<file path="config.mk">
export PLATFORM = sky130hd
export DESIGN_NAME = ntt_intt_ch_router
export DESIGN_NICKNAME = d
export VERILOG_FILES = /design/src/rtl/ntt_intt_ch_router.sv
export SDC_FILE = /design/constraint.sdc
export NUM_CORES = 1
export LEC_CHECK = 0
export ABC_AREA = 1
export BUFFER_PORTS_ARGS = -buffer_cell sky130_fd_sc_hd__buf_2
export CORE_AREA = 2 2 150 152
export DETAILED_ROUTE_END_ITERATION = 6
export DIE_AREA = 0 0 152 154
export GPL_ROUTABILITY_DRIVEN = 0
export SLEW_MARGIN = 20
export SYNTH_ARGS = -nofsm -noshare
export SYNTH_HDL_FRONTEND = slang
export SYNTH_SLANG_ARGS = --single-unit
</file>
<file path="constraint.sdc">
create_clock -name clk_i -period 3.6 [get_ports clk_i]
set_input_delay 0.72 -clock clk_i [delete_from_list [all_inputs] [get_ports clk_i]]
set_output_delay 0.72 -clock clk_i [all_outputs]
set_load 0.03 [all_outputs]
</file>
<file path="src/rtl/ntt_intt_ch_router.sv">
// OBI front end that steers each transfer to one of NUM_CH accelerator channels and keeps responses in order.
// Also aggregates the per-channel interrupts behind a small register port.
module ntt_intt_ch_router #(
  parameter int unsigned NUM_CH      = 4,
  parameter int unsigned MAX_OUTST   = 4,
  parameter int unsigned CH_ADDR_LSB = 12,
  parameter logic [31:0] ERR_RDATA   = 32'hBADCAB1E
) (
  input  logic                clk_i,
  input  logic                rst_ni,
  input  logic                s_req_i,
  output logic                s_gnt_o,
  input  logic [31:0]         s_addr_i,
  input  logic                s_we_i,
  input  logic [3:0]          s_be_i,
  input  logic [31:0]         s_wdata_i,
  output logic                s_rvalid_o,
  output logic [31:0]         s_rdata_o,
  output logic [NUM_CH-1:0]   m_req_o,
  input  logic [NUM_CH-1:0]   m_gnt_i,
  output logic [31:0]         m_addr_o,
  output logic                m_we_o,
  output logic [3:0]          m_be_o,
  output logic [31:0]         m_wdata_o,
  input  logic [NUM_CH-1:0]   m_rvalid_i,
  input  logic [NUM_CH*32-1:0] m_rdata_i,
  input  logic [NUM_CH-1:0]   irq_i,
  output logic                irq_o,
  input  logic                reg_valid_i,
  input  logic                reg_write_i,
  input  logic [3:0]          reg_addr_i,
  input  logic [31:0]         reg_wdata_i,
  output logic [31:0]         reg_rdata_o,
  output logic                reg_error_o
);

  localparam int unsigned CNTW = (MAX_OUTST < 1) ? 1 : $clog2(MAX_OUTST + 1);
  localparam logic [4:0]  ERR_CH = 5'(NUM_CH);

  logic [CNTW-1:0]   r_cnt;
  logic [4:0]        r_cur;
  logic              r_err_rvalid;
  logic              r_stray;
  logic [NUM_CH-1:0] r_irq_q;
  logic [NUM_CH-1:0] r_pending;
  logic [NUM_CH-1:0] r_mask;
  logic              r_irq;

  logic [31:0]       w_idx;
  logic              w_miss;
  logic [4:0]        w_sel;
  logic              w_issue;
  logic              w_hs;
  logic [NUM_CH-1:0] w_cur_oh;
  logic              w_ch_rvalid;
  logic [31:0]       w_ch_rdata;
  logic              w_stray_set;
  logic              w_reg_wr;
  logic              w_off_pend;
  logic              w_off_mask;
  logic              w_off_status;
  logic [NUM_CH-1:0] w_irq_edge;
  logic [NUM_CH-1:0] w_w1c;
  logic [31:0]       w_status;
  logic              w_unused;

  // Any set address bit above the channel field is treated as a decode miss, not aliased.
  assign w_idx  = s_addr_i >> CH_ADDR_LSB;
  assign w_miss = (w_idx >= 32'(NUM_CH));
  assign w_sel  = w_miss ? ERR_CH : w_idx[4:0];

  assign w_issue = s_req_i && (r_cnt < CNTW'(MAX_OUTST)) &&
                   ((r_cnt == '0) || (w_sel == r_cur));

  generate
    for (genvar gi = 0; gi < NUM_CH; gi++) begin : g_ch
      assign m_req_o[gi]  = w_issue && !w_miss && (w_sel == 5'(gi));
      assign w_cur_oh[gi] = (r_cnt != '0) && (r_cur == 5'(gi));
    end
  endgenerate

  assign s_gnt_o = w_issue && (w_miss || (|(m_req_o & m_gnt_i)));
  assign w_hs    = s_req_i && s_gnt_o;

  assign m_addr_o  = s_addr_i;
  assign m_we_o    = s_we_i;
  assign m_be_o    = s_be_i;
  assign m_wdata_o = s_wdata_i;

  always_comb begin
    w_ch_rdata = '0;
    for (int k = 0; k < NUM_CH; k++) begin
      if (w_cur_oh[k]) begin
        w_ch_rdata = m_rdata_i[32*k +: 32];
      end
    end
  end

  assign w_ch_rvalid = |(m_rvalid_i & w_cur_oh);
  assign w_stray_set = |(m_rvalid_i & ~w_cur_oh);
  assign s_rvalid_o  = w_ch_rvalid || r_err_rvalid;
  assign s_rdata_o   = r_err_rvalid ? ERR_RDATA : (w_ch_rvalid ? w_ch_rdata : 32'h0);

  always_ff @(posedge clk_i or negedge rst_ni) begin
    if (!rst_ni) begin
      r_cnt        <= '0;
      r_cur        <= '0;
      r_err_rvalid <= 1'b0;
    end else begin
      r_err_rvalid <= w_hs && w_miss;
      if (w_hs) begin
        r_cur <= w_sel;
      end
      case ({w_hs, s_rvalid_o})
        2'b10:   r_cnt <= r_cnt + 1'b1;
        2'b01:   r_cnt <= r_cnt - 1'b1;
        default: r_cnt <= r_cnt;
      endcase
    end
  end

  assign w_reg_wr     = reg_valid_i && reg_write_i;
  assign w_off_pend   = (reg_addr_i == 4'h0);
  assign w_off_mask   = (reg_addr_i == 4'h4);
  assign w_off_status = (reg_addr_i == 4'h8);
  assign w_irq_edge   = irq_i & ~r_irq_q;
  assign w_w1c        = (w_reg_wr && w_off_pend) ? reg_wdata_i[NUM_CH-1:0] : '0;

  // A new edge in the same cycle as its W1C keeps the pending bit set.
  always_ff @(posedge clk_i or negedge rst_ni) begin
    if (!rst_ni) begin
      r_irq_q   <= '0;
      r_pending <= '0;
      r_mask    <= '0;
      r_irq     <= 1'b0;
      r_stray   <= 1'b0;
    end else begin
      r_irq_q   <= irq_i;
      r_pending <= (r_pending & ~w_w1c) | w_irq_edge;
      r_irq     <= |(r_pending & r_mask);
      if (w_reg_wr && w_off_mask) begin
        r_mask <= reg_wdata_i[NUM_CH-1:0];
      end
      r_stray <= w_stray_set || (r_stray && !(w_reg_wr && w_off_status));
    end
  end

  assign irq_o    = r_irq;
  assign w_status = {r_stray, 10'h0, r_cur, 8'h0, 8'(r_cnt)};

  always_comb begin
    reg_rdata_o = 32'h0;
    if (w_off_pend) begin
      reg_rdata_o = 32'(r_pending);
    end else if (w_off_mask) begin
      reg_rdata_o = 32'(r_mask);
    end else if (w_off_status) begin
      reg_rdata_o = w_status;
    end
  end

  assign reg_error_o = reg_valid_i && !(w_off_pend || w_off_mask || w_off_status);

  assign w_unused = ^reg_wdata_i[31:NUM_CH];

endmodule

</file>
After elaboration in Yosys (flattened, before gate mapping). Cells that the tools add are included.

Flip-flop bits (word level): 23.

Equal/unequal tests: 11. Add/subtract/negate cells: 2. Mux-type cells: 12. $lt $le $gt $ge: 2. Reductions and logical operators: 39. Bitwise operators: 10.

Operator list (number): 32-bit two-way mux (9); 4-bit AND (6); 5-bit by 2-bit equality test with 1-bit output, second input constant (4); 20-bit by 3-bit greater-or-equal comparator with 1-bit output, second input constant (1); 1-bit logical AND (20); 4-bit OR reduction (4); 4-bit inverter (3); 5-bit by 1-bit equality test with 1-bit output, second input constant (2); 5-bit logical NOT (2); 1-bit logical OR (6); 3-bit case mux with 2 select lines (1); 5-bit equality test (1); 5-bit two-way mux (1); 4-bit by 3-bit equality test with 1-bit output, second input constant (1); 4-bit equality test, second input constant (1); 4-bit logical NOT (1); 4-bit two-way mux (1); 4-bit OR (1); 3-bit by 1-bit adder with 3-bit output, second input constant (1); 1-bit logical NOT (3); 3-bit logical NOT (1); 3-bit < comparator, second input constant (1); 3-bit nonzero test (1); 3-bit by 1-bit subtractor with 3-bit output, second input constant (1); 3 further kinds (3).

Depth between registers and ports, before layout. Gate-level depths: netlist (run 1).

Word-level depth: 14. Depth in mapped cells: 19. Depth with buffers taken out: 19.

Worst setup path after synthesis (run 1). OpenSTA, ideal clock, no wires.

Path kind: input port to output port. From: in s_addr_i[30]. To: out m_req_o[0]. Arrival time: 2.623 ns. Stages: 10. Path slack: 0.257 ns. Data required time: 2.880 ns. Cells stage by stage: or2_4 nor2_8 nand3_2 nand2_1 nand3_2 nor2_2 nand2_2 nand2_4 nand2_4 nor4_1.

Cells in the longest elaborated chain, start to end: 7. Elaborated cells between the ends (all ways): 9. Those cells by class: order compare: 1; eq/ne: 1; mux: 1; reduce/logical: 6.

Ends and longest elaborated chain: start: declaration (line 13) `input logic [31:0] s_addr_i,`; 20-bit by 3-bit greater-or-equal comparator with 1-bit output * (line 69) `assign w_miss = (w_idx >= 32'(NUM_CH));`; 5-bit two-way mux (line 70) `assign w_sel = w_miss ? ERR_CH : w_idx[4:0];`; 5-bit equality test (line 73) `((r_cnt == '0) || (w_sel == r_cur));`; 1-bit logical OR (line 73); 1-bit logical AND (line 72) `assign w_issue = s_req_i && (r_cnt < CNTW'(MAX_OUTST)) &&`; 1-bit logical AND (line 77) `assign m_req_o[gi] = w_issue && !w_miss && (w_sel == 5'(gi));`; 1-bit logical AND * (line 77); end: declaration (line 19) `output logic [NUM_CH-1:0] m_req_o,`.

Every way passes the cells marked *; elsewhere a longest branch is shown, timed or not.

Final worst setup path (run 1).
From: reg r_cur[2]. To: out s_rdata_o[18].

Cells in the longest elaborated chain, start to end: 8. Elaborated cells between the ends (all ways): 16. Those cells by class: eq/ne: 3; mux: 6; bitwise: 1; reduce/logical: 6.

Ends and longest elaborated chain: start: declaration (line 41) `logic [4:0] r_cur;`; start signal: assignment (line 112) `r_cur <= w_sel;`; 5-bit logical NOT (line 78) `assign w_cur_oh[gi] = (r_cnt != '0) && (r_cur == 5'(gi));`; 1-bit logical AND (line 78); 32-bit two-way mux (4 in series) (line 93) `if (w_cur_oh[k]) begin`; 32-bit two-way mux * (2 in series) (line 102) `assign s_rdata_o = r_err_rvalid ? ERR_RDATA : (w_ch_rvalid ? w_ch_rdata : 32'h0);`; end: declaration (line 18) `output logic [31:0] s_rdata_o,`.

Marks and branches as above.

==> results of run 1 <==
==> worst max-delay path, stage by stage (launching register included) <==
cell     delay [ns]
dfrtp_1        0.42
nor2_1         0.14
inv_2          0.09
nor2_1         0.11
nand3_1        0.12
inv_2          0.32
buf_4          0.35
a21oi_1        0.10
nand3_1        0.07
o21ai_0        0.15
o21ai_1        0.16
buf_2          0.22
==> logic make-up after synthesis <==
| logic type | Yosys count |
|---|---|
| XOR/XNOR | 2 |
| adder cells (fa/ha/maj) | 2 |
| buffers and inverters | 160 |
| other | 1 |
| flip-flops | 23 |
| AND/OR/NAND/NOR | 207 |
| AO/OA/AOI/OAI | 109 |
==> layout by cell type, fill, tap and decap left out, types with 2 or more instances in the layout <==
cell and count:
a21oi_1 22, a221oi_1 12, and2_1 2, buf_2 242
buf_4 11, clkbuf_16 3, conb_1 22, dfrtp_1 23
inv_1 39, inv_2 8, nand2_1 101, nand2_2 2
nand2_4 2, nand3_1 24, nand3_2 4, nand4_1 8
nor2_1 42, nor2_2 5, nor2_8 2, nor3_1 6
nor3_4 2, o211ai_1 3, o21ai_0 37, o21ai_1 31
==> state kept, by name, indices dropped and copies added, names as in the netlist <==
name	cells
r_pending	4
r_err_rvalid	1
r_mask	4
r_cur	5
r_irq_q	4
r_cnt	3
irq_o	1
r_stray	1
==> worst max-delay path by stage <==
stage	from	to	depth (start not counted)
2_1_floorplan	s_addr_i[30]	m_req_o[0]	10
3_3_place_gp	s_addr_i[15]	r_cnt[2]	20
3_5_place_dp	s_addr_i[15]	r_cnt[2]	20
4_1_cts	r_cur[2]	s_rdata_o[8]	11
5_1_grt	r_cur[2]	s_rdata_o[18]	11
6_report	r_cur[2]	s_rdata_o[18]	11
==> layout make-up <==
class                      count  area, um^2
sequential                    23         576
clock inverter                 1        5.00
clock buffer                   3        75.1
multi-input combinational    342        1770
tap                          280         350
fill                        2511       17400
inverter                      49         186
timing repair buffer         253        1290
==> per-stage QoR <==
stage                     cell area (um^2)  cells  hold slack [ns]
after floorplan                       3280    525            0.400
after global placement                4180    947            0.402
after detailed placement              4180    947            0.413
after CTS                             4260    951            0.421
after global routing                  4260    951            0.444
final                                 4260    951            0.415
==> routing by layer <==
| layer | up-vias | wire length (um) | global-route usage |
|---|---|---|---|
| met5 | - | 0 | 0 |
| met4 | 0 | 129 | 0.0138 |
| met3 | 14 | 1630 | 0.0471 |
| met2 | 212 | 7310 | 0.218 |
| met1 | 1702 | 5640 | 0.132 |
| li1 | 1873 | - | - |
==> where the power goes <==
part	leakage, uW	switching [uW]	internal [uW]
sequential	0.000271	34.1	306
clock	0.0000409	93.9	149
combinational	0.00207	1070	477
total	0.00239	1190	932
==> flow_summary.json, run 1 <==
{
  "antenna_left": 0,
  "synthCells": 504,
  "cellPowerDensity_nw_per_um2": 500,
  "cts_max_level": 1,
  "synth_common_cells": "nand2_1 (101), buf_4 (91), nor2_1 (43), inv_1 (39), o21ai_0 (37)",
  "synth_fa_ha_area_frac": 0.0102,
  "ir_worst_vdd_v": 0.000218,
  "drv_slew": 0,
  "dr.pass1.iters": 4,
  "synth_most_common_cell": "nand2_1",
  "r2r-end": "r_cnt[2]",
  "grt_max_degree": 24,
  "clk_pin_slew_ns": 0.06,
  "core_um2": 21700,
  "tightest_slew_ns": 0.703,
  "p_leak_uw": 0.00239,
  "ys_types": 42,
  "status": "complete, no violations",
  "initial_core_util": 0.148,
  "ys_warn_count": 0,
  "cts.repair.resized": 0,
  "grt_usage": 0.118,
  "syn_area_um2": 3200,
  "clock_latency_ns": 0.25,
  "post-route-drc-count": 0,
  "synth_compound_area_frac": 0.194,
  "critPathKind": "reg -> out",
  "synth_top_area_cell": "buf_4",
  "syn_avg_cell_area_um2": 6.35,
  "synthMuxAreaShare": 0,
  "hold_viol_final": 0,
  "overflow": 0,
  "fmax_mhz": 308,
  "relSlewSlack": 0.531,
  "setup_viol": 0,
  "synthArstFlopShare": 1.00,
  "port_buffers": 242,
  "layout-drive-gt1-share": 0.431,
  "num_antenna_cells": 0,
  "cts_buffer_depth": 2,
  "path_max_fanout": 18,
  "grt_pass1_wl_um": 21900,
  "dp_hpwl_um": 12200,
  "end_kind": "primary output",
  "synthSimpleGateAreaFrac": 0.312,
  "fin_ws_ns": 0.349,
  "arrival_ns": 2.53,
  "whs_path_depth": 1,
  "routedWlPerCell_um": 15.5,
  "design.die.area_um2": 23400,
  "wirelength_um": 14700,
  "r2r_slack_ns": 0.76,
  "worstReg2RegStart": "r_cur[2]",
  "synth-edff-count": 0,
  "ys_ff_latch": 23,
  "period_needed_ns": 3.25,
  "vias": 3801,
  "cts_tree": "built",
  "p_total_uw": 2130,
  "cts_root_buf": "clkbuf_16",
  "worst_clock_skew_ns": 0.00134,
  "hold_path_end": "r_pending[2]",
  "fin_nets": 924,
  "cts_buffers": 3,
  "holdBufCountCts": 0,
  "viasPerCell": 4.00,
  "utilization": 0.196,
  "synthTopCellsByArea": "buf_4 (21%), dfrtp_1 (18%), nand2_1 (12%)",
  "start_kind": "flop",
  "drv_cap": 0,
  "antenna_found_initial": 0,
  "hp-class": "reg -> reg",
  "cts_setup_buffers": 0,
  "yosysTopAreaCellShare": 0.214,
  "dp_slack_ns": 0.180,
  "fin_crit_sh": 0.903,
  "cts_sinks": 23,
  "seq_area_frac_synth": 0.180,
  "finalSetupTns_ns": 0,
  "yosys.area_share.xor_xnor": 0.00548,
  "die_w_um": 152,
  "grt_pass1_vias": 3825,
  "synth_top_family_by_area": "simple AND/OR/NAND/NOR gates",
  "required_ns": 2.88,
  "ios": 391,
  "rows": 54,
  "reg2regPathDepth": 15,
  "drtIter0Drc": 266,
  "synthFlopType": "dfrtp_1",
  "min_from": "r_irq_q[2]",
  "grt_setup_unrepaired": "false",
  "synthToLayoutAreaGrowth_pct": 33.0,
  "die_h_um": 154
}
Power figures use the tool's default switching activity.
==> run 2, diff against run 1 <==
--- a/config.mk
+++ b/config.mk
@@ -11,6 +11,7 @@
 export DETAILED_ROUTE_END_ITERATION = 6
 export DIE_AREA = 0 0 152 154
 export GPL_ROUTABILITY_DRIVEN = 0
+export RECOVER_POWER = 100
 export SLEW_MARGIN = 20
 export SYNTH_ARGS = -nofsm -noshare
 export SYNTH_HDL_FRONTEND = slang
==> flow_summary.json, run 2 (same netlist as run 1, synthesis figures left out) <==
{
  "status": "complete, no violations",
  "overflow": 0,
  "start_kind": "primary input",
  "viasPerCell": 4.01,
  "clk_pin_slew_ns": 0.06,
  "routedWlPerCell_um": 15.5,
  "relSlewSlack": 0.142,
  "drv_cap": 0,
  "cts_buffer_depth": 2,
  "grt_max_degree": 24,
  "met3_length_um": 1660,
  "path_max_fanout": 5,
  "core_um2": 21700,
  "highest_layer": "met4",
  "worst_clock_skew_ns": 0.00215,
  "p_comb_frac": 0.722,
  "whs_path_depth": 1,
  "holdBufCountCts": 0,
  "die_h_um": 154,
  "antenna_left": 0,
  "reg2regPathDepth": 15,
  "tightest_slew_ns": 1.29,
  "critPathKind": "in -> out",
  "required_ns": 2.88,
  "initial_core_util": 0.148,
  "largest_reg_flops": 5,
  "drv_slew": 0,
  "hp-class": "reg -> reg",
  "cellPowerDensity_nw_per_um2": 503,
  "cts.repair.resized": 0,
  "die_w_um": 152,
  "ir_worst_vdd_v": 0.000217,
  "layout-drive-gt1-share": 0.343,
  "dr.pass1.iters": 4,
  "fin_nets": 924,
  "p_clk_frac": 0.116,
  "p_leak_uw": 0.00217,
  "p_seq_frac": 0.162,
  "final_common_cell": "buf_2",
  "met1_length_um": 5660,
  "p_int_uw": 899,
  "rows": 54,
  "cts_sinks": 23,
  "critPathTopFamily": "simple AND/OR/NAND/NOR gates",
  "grt_pass1_wl_um": 21900,
  "post-route-drc-count": 0,
  "critPathSlowestCell": "o21bai_4",
  "mostFrequentLayoutCells": "buf_2 (176), nand2_1 (102), clkbuf_1 (56)",
  "num_antenna_cells": 0,
  "ios": 391,
  "cp_common_cell": "nand2_1",
  "end_kind": "primary output",
  "grt_setup_unrepaired": "false",
  "grt_pass1_vias": 3825,
  "clock_latency_ns": 0.25,
  "p_sw_uw": 1200,
  "setup_viol": 0,
  "cts_root_buf": "clkbuf_16",
  "finalSetupTns_ns": 0,
  "worst_path_largest_cell_delay_ns": 0.23,
  "crit_cells": 16,
  "cts_max_level": 1,
  "met2_length_um": 7290,
  "wirelength_um": 14700,
  "dp_slack_ns": 0.180,
  "fillCellCount": 2549,
  "dp_hpwl_um": 12200,
  "top_register": "r_cur",
  "cts_setup_buffers": 0,
  "worst-path-buf-inv": 3,
  "fmax_mhz": 301,
  "swShare": 0.571,
  "timing.hold.ws_ns": 0.416,
  "period_needed_ns": 3.32,
  "port_buffers": 242,
  "path_cells": "clkbuf_1 > nor2_1 > nand2_1 > nor2_8 > nand2_1 > nor2_1 > nand3_2 > nand2_1 > nor2_2 > nand2_1 > nand2_4 > nand4_1 > nand3_1 > o21bai_4 > inv_4 > clkbuf_2",
  "synthToLayoutAreaGrowth_pct": 30.2,
  "grt_usage": 0.118,
  "fin_crit_sh": 0.924,
  "cts_tree": "built",
  "antenna_found_initial": 0,
  "vias": 3809,
  "placed_area_um2": 4180,
  "drtIter0Drc": 212,
  "hold_viol_final": 0,
  "fin_ws_ns": 0.275,
  "arrival_ns": 2.60,
  "design.die.area_um2": 23400,
  "cts_buffers": 3,
  "postLayoutCellArea_um2": 4170
}
run 2: area by class of cell:
type	count	area, um^2	share of cell area
clock buffer	3	75.1	0.0180
clock inverter	1	5.00	0.00120
inverter	49	186	0.0448
multi-input combinational	342	1750	0.421
sequential	23	576	0.138
tap	280	350	0.0841
timing repair buffer	253	1220	0.293
run 2: stage by stage:
step,std cells,total power [uW],utilization
floorplan,525,1480,-
global placement,947,1880,0.193
detailed placement,947,1900,0.193
CTS,951,2160,0.196
global route,951,2280,0.192
finish,951,2090,0.192
run 2: path summary, 6_finish.rpt:
path                                    from           end  slack (ns)
worst max register to register      r_cur[2]      r_cnt[2]        0.55
worst min register to register    r_irq_q[2]  r_pending[2]        0.42
worst max-delay path            s_addr_i[15]       s_gnt_o        0.28
max in group asynchronous             rst_ni      r_cur[1]        2.11
min in group asynchronous             rst_ni    r_irq_q[2]        0.73
worst min-delay path              r_irq_q[2]  r_pending[2]        0.42
run 2: per-layer routing:
layer | vias to the layer above | global-route usage
li1 | 1875 | -
met1 | 1704 | 0.132
met2 | 216 | 0.218
met3 | 14 | 0.0471
met4 | 0 | 0.0138
met5 | - | 0
run 2: power by group through the flow:
stage	logic, uW	clock network, uW	registers, uW
2_1_floorplan	1140	0	342
3_3_place_gp	1540	0	343
3_5_place_dp	1560	0	344
4_1_cts	1570	250	341
5_1_grt	1670	262	346
6_report	1510	243	339
==> run 3, diff against run 2 <==
--- a/config.mk
+++ b/config.mk
@@ -6,11 +6,12 @@
 export NUM_CORES = 1
 export LEC_CHECK = 0
 export ABC_AREA = 1
-export BUFFER_PORTS_ARGS = -buffer_cell sky130_fd_sc_hd__buf_2
+export BUFFER_PORTS_ARGS = -buffer_cell sky130_fd_sc_hd__clkbuf_2
 export CORE_AREA = 2 2 150 152
 export DETAILED_ROUTE_END_ITERATION = 6
 export DIE_AREA = 0 0 152 154
 export GPL_ROUTABILITY_DRIVEN = 0
+export MAX_ROUTING_LAYER = met4
 export RECOVER_POWER = 100
 export SLEW_MARGIN = 20
 export SYNTH_ARGS = -nofsm -noshare
==> flow_summary.json, run 3 (same netlist as run 1, synthesis figures left out) <==
{
  "required_ns": 2.88,
  "period_needed_ns": 3.31,
  "critPathKind": "in -> out",
  "grt_pass1_vias": 3783,
  "worst_clock_skew_ns": 0.00231,
  "fillCellCount": 2522,
  "cts_buffer_depth": 2,
  "path_max_fanout": 5,
  "cts_max_level": 1,
  "routedWlPerCell_um": 15.2,
  "cts_sinks": 23,
  "final_common_cell": "clkbuf_2",
  "cellPowerDensity_nw_per_um2": 497,
  "cts.repair.resized": 0,
  "grt_max_degree": 34,
  "num_antenna_cells": 0,
  "die_h_um": 154,
  "vias": 3798,
  "drv_slew": 0,
  "fin_crit_sh": 0.920,
  "status": "complete, no violations",
  "tightest_slew_ns": 1.34,
  "utilization": 0.191,
  "holdBufCountCts": 0,
  "antenna_left": 0,
  "grt_setup_unrepaired": "false",
  "start_kind": "primary input",
  "critPathTopFamily": "simple AND/OR/NAND/NOR gates",
  "finalSetupTns_ns": 0,
  "drv_cap": 0,
  "rows": 54,
  "hp-class": "reg -> reg",
  "clock_latency_ns": 0.25,
  "drtIter0Drc": 197,
  "p_comb_frac": 0.718,
  "core_um2": 21700,
  "p_sw_uw": 1180,
  "p_leak_uw": 0.00218,
  "dp_hpwl_um": 12000,
  "viasPerCell": 4.00,
  "grt_usage": 0.120,
  "p_int_uw": 886,
  "swShare": 0.571,
  "initial_core_util": 0.148,
  "top_register": "r_cur",
  "relSlewSlack": 0.110,
  "layout-drive-gt1-share": 0.335,
  "arrival_ns": 2.59,
  "fmax_mhz": 302,
  "worst_path_largest_cell_delay_ns": 0.27,
  "hold_viol_final": 0,
  "p_seq_frac": 0.164,
  "end_kind": "primary output",
  "overflow": 0,
  "design.die.area_um2": 23400,
  "fin_nets": 922,
  "clk_pin_slew_ns": 0.06,
  "cts_root_buf": "clkbuf_16",
  "port_buffers": 242,
  "die_w_um": 152,
  "cts_buffers": 3,
  "final_cells": 949,
  "p_clk_frac": 0.118,
  "ios": 391,
  "largest_reg_flops": 5,
  "critPathSlowestCell": "or2_4",
  "p_total_uw": 2060,
  "antenna_found_initial": 0,
  "mostFrequentLayoutCells": "clkbuf_2 (182), nand2_1 (102), clkbuf_1 (61)",
  "synthToLayoutAreaGrowth_pct": 29.8,
  "setup_viol": 0,
  "cts_setup_buffers": 0,
  "grt_pass1_wl_um": 21400,
  "cts_tree": "built",
  "ir_worst_vdd_v": 0.000237,
  "dp_cells": 945,
  "dr.pass1.iters": 4,
  "post-route-drc-count": 0,
  "worst-path-buf-inv": 3,
  "wirelength_um": 14500,
  "path_cells": "clkbuf_2 > or2_4 > nor2_8 > nand3_2 > nand2_1 > nand3_2 > nor2_2 > nand2_2 > nand2_1 > nand4_1 > nand3_1 > o21bai_4 > inv_4 > clkbuf_2"
}
-- run 3: cell count changes in the layout (fill, tap and decap cells not counted) --
cell      delta
nand2_2      +1
clkbuf_2   +170
clkinv_2     -1
buf_2      -176
nor2_4       +1
clkbuf_1     +5
nor2_1       -1
nand2_4      -1
-- run 3: worst register-to-register path, stage by stage (launching register included) --
cell and delay, ns:
dfrtp_1 0.42, nor2_1 0.15, inv_2 0.09, nor2_1 0.09
nand3_1 0.12, inv_2 0.29, nand2_1 0.09, o21ai_0 0.10
nor2_2 0.07, buf_4 0.22, nand2_1 0.14, ha_1 0.17
inv_1 0.06, fa_1 0.38, a21oi_1 0.14, o21ai_0 0.10
xor2_1 0.15
-- run 3: routing by layer --
layer | up-vias | share of wire | track usage
met5 | - | 0 | -
met3 | 20 | 0.10 | 0.0406
met2 | 216 | 0.50 | 0.215
met4 | 0 | 0.019 | 0.0254
met1 | 1690 | 0.38 | 0.130
li1 | 1872 | - | -
-- run 3: final timing paths --
| path | startpoint | to | slack (ns) | cells past startpoint |
|---|---|---|---|---|
| min in group asynchronous | rst_ni | r_irq_q[2] | 0.75 | 1 |
| max reg2reg | r_cur[2] | r_cnt[2] | 0.70 | 16 |
| max | s_addr_i[30] | s_gnt_o | 0.29 | 14 |
| min | r_irq_q[2] | r_pending[2] | 0.42 | 1 |
| min reg2reg | r_irq_q[2] | r_pending[2] | 0.42 | 1 |
| max in group asynchronous | rst_ni | r_stray | 2.06 | 1 |
-- run 3: layout make-up --
cell class | instances | area [um^2] | share of cell area
flip-flops and latches | 23 | 576 | 0.139
well taps | 280 | 350 | 0.0844
clock buffers | 4 | 78.8 | 0.0190
multi-input cells | 342 | 1760 | 0.423
inverters | 49 | 186 | 0.0449
repair buffers | 251 | 1200 | 0.290
-- run 3: power groups by stage --
stage               Combinational (uW)  Clock [uW]  Sequential, uW
global route                      1640         268             346
CTS                               1550         256             341
floorplan                         1140           0             342
global placement                  1530           0             344
finish                            1480         244             339
detailed placement                1540           0             345
-- run 3: per-stage QoR --
| step | area, um^2 | worst slack, ns | hold WS, ns |
|---|---|---|---|
| floorplan | 3280 | 0.257 | 0.400 |
| global placement | 4160 | 0.246 | 0.401 |
| detailed placement | 4160 | 0.207 | 0.414 |
| CTS | 4240 | 0.319 | 0.423 |
| global route | 4150 | 0.0507 | 0.439 |
| finish | 4150 | 0.286 | 0.418 |
